==> src/rtl/tdm_demux4.sv <==
// tdm_demux4 -- receive end of a 4-slot time-division channel.
//
// Counts slots arriving on a shared line, steers each word into a holding
// register, and publishes all four channels together once slot 3 arrives.
//
// Ports:
//   clk          system clock, rising-edge active
//   reset        synchronous, active-high reset
//   din          shared-line word for the current slot
//   valid        din carries a slot word this cycle
//   start        frame sync, marks din as slot 0 (only when valid=1)
//   sel          index of the slot expected next (0..3)
//   busy         high while a frame is partially collected
//   ch0..ch3     last complete frame, slots 0..3
//   frame_valid  one-cycle pulse after ch0..ch3 were updated
//   frame_err    one-cycle pulse when a partial frame is aborted by a start
module tdm_demux4 #(
  parameter int WIDTH = 4
) (
  input  logic             clk,
  input  logic             reset,
  input  logic [WIDTH-1:0] din,
  input  logic             valid,
  input  logic             start,
  output logic [1:0]       sel,
  output logic             busy,
  output logic [WIDTH-1:0] ch0,
  output logic [WIDTH-1:0] ch1,
  output logic [WIDTH-1:0] ch2,
  output logic [WIDTH-1:0] ch3,
  output logic             frame_valid,
  output logic             frame_err
);

  typedef enum logic {
    IDLE    = 1'b0,
    COLLECT = 1'b1
  } state_t;

  state_t           state_reg, state_next;
  logic [1:0]       sel_reg, sel_next;
  logic             fv_reg, fv_next;
  logic             fe_reg, fe_next;
  logic [2:0]       hold_we;
  logic             ch_load;

  // Slot 3 never needs holding: it is copied straight from din on completion.
  logic [WIDTH-1:0] hold_reg [3];
  logic [WIDTH-1:0] ch_reg   [4];
  logic [WIDTH-1:0] ch_src   [4];

  // State, slot counter and event pulses.
  always_ff @(posedge clk) begin
    if (reset) begin
      state_reg <= IDLE;
      sel_reg   <= 2'd0;
      fv_reg    <= 1'b0;
      fe_reg    <= 1'b0;
    end else begin
      state_reg <= state_next;
      sel_reg   <= sel_next;
      fv_reg    <= fv_next;
      fe_reg    <= fe_next;
    end
  end

  always_comb begin
    state_next = state_reg;
    sel_next   = sel_reg;
    fv_next    = 1'b0;
    fe_next    = 1'b0;
    hold_we    = 3'b000;
    ch_load    = 1'b0;
    unique case (state_reg)
      IDLE: begin
        // Words without a start while idle are dropped silently.
        if (valid && start) begin
          hold_we[0] = 1'b1;
          sel_next   = 2'd1;
          state_next = COLLECT;
        end
      end
      COLLECT: begin
        if (valid) begin
          if (start) begin
            // Resync: abandon the partial frame and restart at slot 0.
            fe_next    = 1'b1;
            hold_we[0] = 1'b1;
            sel_next   = 2'd1;
          end else if (sel_reg == 2'd3) begin
            ch_load    = 1'b1;
            fv_next    = 1'b1;
            sel_next   = 2'd0;
            state_next = IDLE;
          end else begin
            for (int i = 0; i < 3; i++) begin
              if (sel_reg == 2'(i)) hold_we[i] = 1'b1;
            end
            sel_next = sel_reg + 2'd1;
          end
        end
      end
      default: begin
        state_next = IDLE;
        sel_next   = 2'd0;
      end
    endcase
  end

  // Per-slot holding registers and published channel registers.
  genvar gi;
  generate
    for (gi = 0; gi < 3; gi++) begin : g_hold
      always_ff @(posedge clk) begin
        if (reset) begin
          hold_reg[gi] <= '0;
        end else if (hold_we[gi]) begin
          hold_reg[gi] <= din;
        end
      end
    end

    for (gi = 0; gi < 4; gi++) begin : g_ch
      if (gi < 3) begin : g_from_hold
        assign ch_src[gi] = hold_reg[gi];
      end else begin : g_from_line
        assign ch_src[gi] = din;
      end

      always_ff @(posedge clk) begin
        if (reset) begin
          ch_reg[gi] <= '0;
        end else if (ch_load) begin
          ch_reg[gi] <= ch_src[gi];
        end
      end
    end
  endgenerate

  assign sel         = sel_reg;
  assign busy        = (state_reg == COLLECT);
  assign ch0         = ch_reg[0];
  assign ch1         = ch_reg[1];
  assign ch2         = ch_reg[2];
  assign ch3         = ch_reg[3];
  assign frame_valid = fv_reg;
  assign frame_err   = fe_reg;

endmodule

==> config.mk <==
export PLATFORM = sky130hd
export DESIGN_NAME = tdm_demux4
export DESIGN_NICKNAME = d
export VERILOG_FILES = /design/src/rtl/tdm_demux4.sv
export SDC_FILE = /design/constraint.sdc
export NUM_CORES = 1
export LEC_CHECK = 0
export CELL_PAD_IN_SITES_DETAIL_PLACEMENT = 0
export CELL_PAD_IN_SITES_GLOBAL_PLACEMENT = 1
export CORE_MARGIN = 2
export CORE_UTILIZATION = 50
export DETAILED_ROUTE_END_ITERATION = 16
export DONT_BUFFER_PORTS = 1
export PLACE_DENSITY = 0.87
export SYNTH_ARGS = -nofsm -noshare
export SYNTH_HDL_FRONTEND = slang
export SYNTH_SLANG_ARGS = --single-unit
==> constraint.sdc <==
create_clock -name clk -period 3.3 [get_ports clk]
set_input_delay 0.66 -clock clk [delete_from_list [all_inputs] [get_ports clk]]
set_output_delay 0.66 -clock clk [all_outputs]
set_load 0.01 [all_outputs]
==> metrics.log <==
INFO  metric run_status = complete, no violations
INFO  metric drc = 0
INFO  metric postRouteWirelength = 2.06 mm
INFO  metric antenna_cells_inserted = 0
INFO  metric antenna_left = 0
INFO  metric post_cts_hold_buffer_count = 0
INFO  metric cts.path.max_buffers = 2
INFO  metric post_route_cells_drive_above_1_share = 12.0%
INFO  metric setup_viol_count_final = 0
INFO  metric area_growth_syn_to_layout = 2.74%
INFO  metric switching_power = 0.147 mW
INFO  metric max_vdd_drop = 0.000363 V
INFO  metric post_synth_and_or_nand_nor_area_fraction = a little over a fifth
INFO  metric pre_repair_dr_iteration_count = 4
INFO  metric worst_skew_pair.late_latency = 320 ps
INFO  metric synthTopCellsByCount = sky130_fd_sc_hd__edfxtp_1 (28), sky130_fd_sc_hd__nor3_1 (12), sky130_fd_sc_hd__inv_1 (8), sky130_fd_sc_hd__nor3b_1 (7)
INFO  metric worstPathArrival = 1950 ps
INFO  metric post-synth-top-area-cell = sky130_fd_sc_hd__edfxtp_1
INFO  metric cell_internal_pwr = 0.554 mW
INFO  metric global_route_wire_length_before_repair = approximately 3.5 mm
INFO  metric syn-instance-count = 100
INFO  metric power.switching_fraction = 21.0%
INFO  metric leading_post_synthesis_cells_by_cell_area = sky130_fd_sc_hd__edfxtp_1 (59%), sky130_fd_sc_hd__dfxtp_1 (7.1%), sky130_fd_sc_hd__nor3b_2 (4.4%), sky130_fd_sc_hd__nor3_1 (4.2%), sky130_fd_sc_hd__nor3b_1 (3.7%)
INFO  metric timing_worst_setup_path_type = reg2reg
INFO  metric synthesis.area = 0.00142 mm^2
INFO  metric globalplace.congestion = 0.682
INFO  metric netlist-cell-type-count = 26
INFO  metric gr-total-overflow = 0
INFO  metric synth_seq_cells = 33
INFO  metric drt_iter0_drc = 6
INFO  metric period_share = 60.4%
INFO  metric synth_top_family_by_area = simple AND/OR/NAND/NOR gates
INFO  metric yosysWarnings = 0
INFO  metric post-synth-top-area-fraction = between 50% and 60%
INFO  metric postSynthAreaPerCell = around 14 um^2
INFO  metric number_of_buffer_cells_added_on_primary_ports = 0
INFO  metric finalHoldViolations = 0
INFO  metric fp-row-count = 19
INFO  metric avgViaCountPerCell = 5.58
INFO  metric tritoncts = yes
INFO  metric final_core_utilization = a little over half
INFO  metric worst_setup_skew_after_layout = 12.2 ps
INFO  metric post_synthesis_mux_area_share = 0%
INFO  metric power_per_cell_area = just under 500 mW/mm^2
INFO  metric maxClockFrequency = approximately 500 MHz
INFO  metric synth_xor_area_share = 0%
INFO  metric r2r_setup_slack = 1310 ps
INFO  metric hold_path_class = in2reg
INFO  metric timing.final.crit_period = between 1500 and 2000 ps
INFO  metric floorplan.die.height = 57.2 um
INFO  metric cap_viol_max_count = 0
INFO  metric die-area = 0.00328 mm^2
INFO  metric groute.usage.overall = 15.3%
INFO  metric slew_violations = 0
INFO  metric fp.coreArea = 0.00273 mm^2
INFO  metric starting_density = 51.9%
INFO  metric htree_levels = 2
INFO  metric setup_repair_after_global_routing_missed_its_margin = false
INFO  metric count_of_flip_flops_with_a_built_in_enable_after_synthesis = 28
INFO  metric critPathMaxFanout = 18
INFO  metric critPathRequiredTime = 3260 ps
INFO  metric pwr-share-comb = under 10%
INFO  metric setup_total_negative_slack = 0 ps
INFO  metric largest_net_degree_at_the_start_of_global_routing = 35
INFO  metric worst_setup_hold_path_clk_slew = 100 ps
INFO  metric final_net_count = 112
INFO  metric clk_root_buffer_cell = sky130_fd_sc_hd__clkbuf_4
INFO  metric chipWidth = 57.2 um
INFO  metric power.clock.fraction = 27.8%
INFO  metric vias = around 730
INFO  metric post_drt_wl_per_cell = about 16 um
INFO  metric fillers = 231
INFO  metric worst_setup_path_end_kind = flip-flop
INFO  metric dpl.hpwl = ~1.5 mm
INFO  metric p_leak = just over 0.5 nW
INFO  metric power_frac_seq = 68.3%
INFO  metric post_synthesis_share_of_cell_area_spent_on_full_adders_half_adders_and_majority_gates = 3.53%
INFO  metric async_sr_flop_fraction = 0%
INFO  metric yosysMostFrequentCell = sky130_fd_sc_hd__edfxtp_1
INFO  metric syn-num-nets = 112
INFO  metric slew_headroom = 55.2%
INFO  metric cts.repair.resized = 0
INFO  metric synth-compound-area-share = slightly below 4%
INFO  metric synth_seq_area_share = 66.4%
INFO  metric max_slew.worst_pin.slew = 671 ps
INFO  metric flip_flop_count_of_the_largest_register_after_layout = 16
INFO  metric antenna_found_initial = 0
INFO  metric design.portCount = 29
INFO  metric first_global_vias = 703
INFO  metric cts_buffers = 5
INFO  metric ys.flop_type = sky130_fd_sc_hd__edfxtp_1
INFO  metric clkSinkCount = 33
INFO  metric post_cts_buffers = 0
INFO  metric worstSetupStartpointType = flip-flop
power groups by stage:
| stage | logic, mW | registers, mW | clock network [mW] |
|---|---|---|---|
| 4_1_cts | 0.0276 | 0.479 | 0.201 |
| 5_1_grt | 0.0307 | 0.481 | 0.219 |
| 3_3_place_gp | 0.0265 | 0.489 | 0 |
| 3_5_place_dp | 0.0276 | 0.489 | 0 |
| 6_report | 0.0273 | 0.479 | 0.195 |
| 2_1_floorplan | 0.0328 | 0.485 | 0 |
metal layers:
layer / vias to the layer above / GRT usage (%) / routed length (um)
met4: 0 / 8.97 / 23
met3: 2 / 7.48 / 94
met2: 24 / 21.5 / 999
li1: 367 / - / -
met5: - / 0 / 0
met1: 338 / 19.0 / 939
layout by cell type, fill, tap and decap left out, types with 2 or more instances in the layout:
master and instances:
sky130_fd_sc_hd__nand4b_1 2, sky130_fd_sc_hd__a21oi_1 2, sky130_fd_sc_hd__nor3b_1 7, sky130_fd_sc_hd__inv_1 8, sky130_fd_sc_hd__dfxtp_1 5, sky130_fd_sc_hd__nor4_1 4, sky130_fd_sc_hd__ha_1 4, sky130_fd_sc_hd__nor3_1 12
sky130_fd_sc_hd__edfxtp_1 28, sky130_fd_sc_hd__nand2b_1 3, sky130_fd_sc_hd__o21bai_1 2, sky130_fd_sc_hd__nor3b_2 5, sky130_fd_sc_hd__nor2_1 2, sky130_fd_sc_hd__clkbuf_4 5
critical path: stages (launching register included):
cell and delay (ps):
sky130_fd_sc_hd__dfxtp_1 460, sky130_fd_sc_hd__ha_1 270, sky130_fd_sc_hd__nand4b_4 290, sky130_fd_sc_hd__nand2b_1 610
final timing paths:
check / startpoint / endpoint / cells after the start
min: reset / busy / 1
max: sel[0] / ch_reg[0][1] / 3
min reg2reg: hold_reg[0][3] / ch_reg[0][3] / 1
max reg2reg: sel[0] / ch_reg[0][1] / 3
kinds of logic (layout without fill, tap and decap cells):
| kind of cell | after synthesis | in the layout |
|---|---|---|
| and+or+nand+nor | 40 | 40 |
| DFF | 33 | 33 |
| AOI/OAI and AO/OA | 8 | 8 |
| buffers and inverters | 15 | 15 |
| adders and majority gates | 4 | 4 |
stage by stage:
stage	hold slack, ps	worst slack, ps	instances	power [mW]	instance area (um^2)
floorplan	537	1550	100	0.518	1420
global placement	562	1370	124	0.515	1410
detailed placement	567	1300	124	0.516	1410
CTS	376	1300	131	0.708	1460
global route	368	1170	131	0.731	1460
finish	390	1310	131	0.701	1460
layout make-up:
cell class	count	area (um^2)	share of cell area, %
Tap cell	31	38.8	2.66
Inverter	8	30.0	2.06
Sequential cell	33	941	64.6
Multi-Input combinational cell	52	402	27.6
Clock buffer	6	41.3	2.84
Clock inverter	1	3.75	0.258
(Power assumes the default switching activity.)
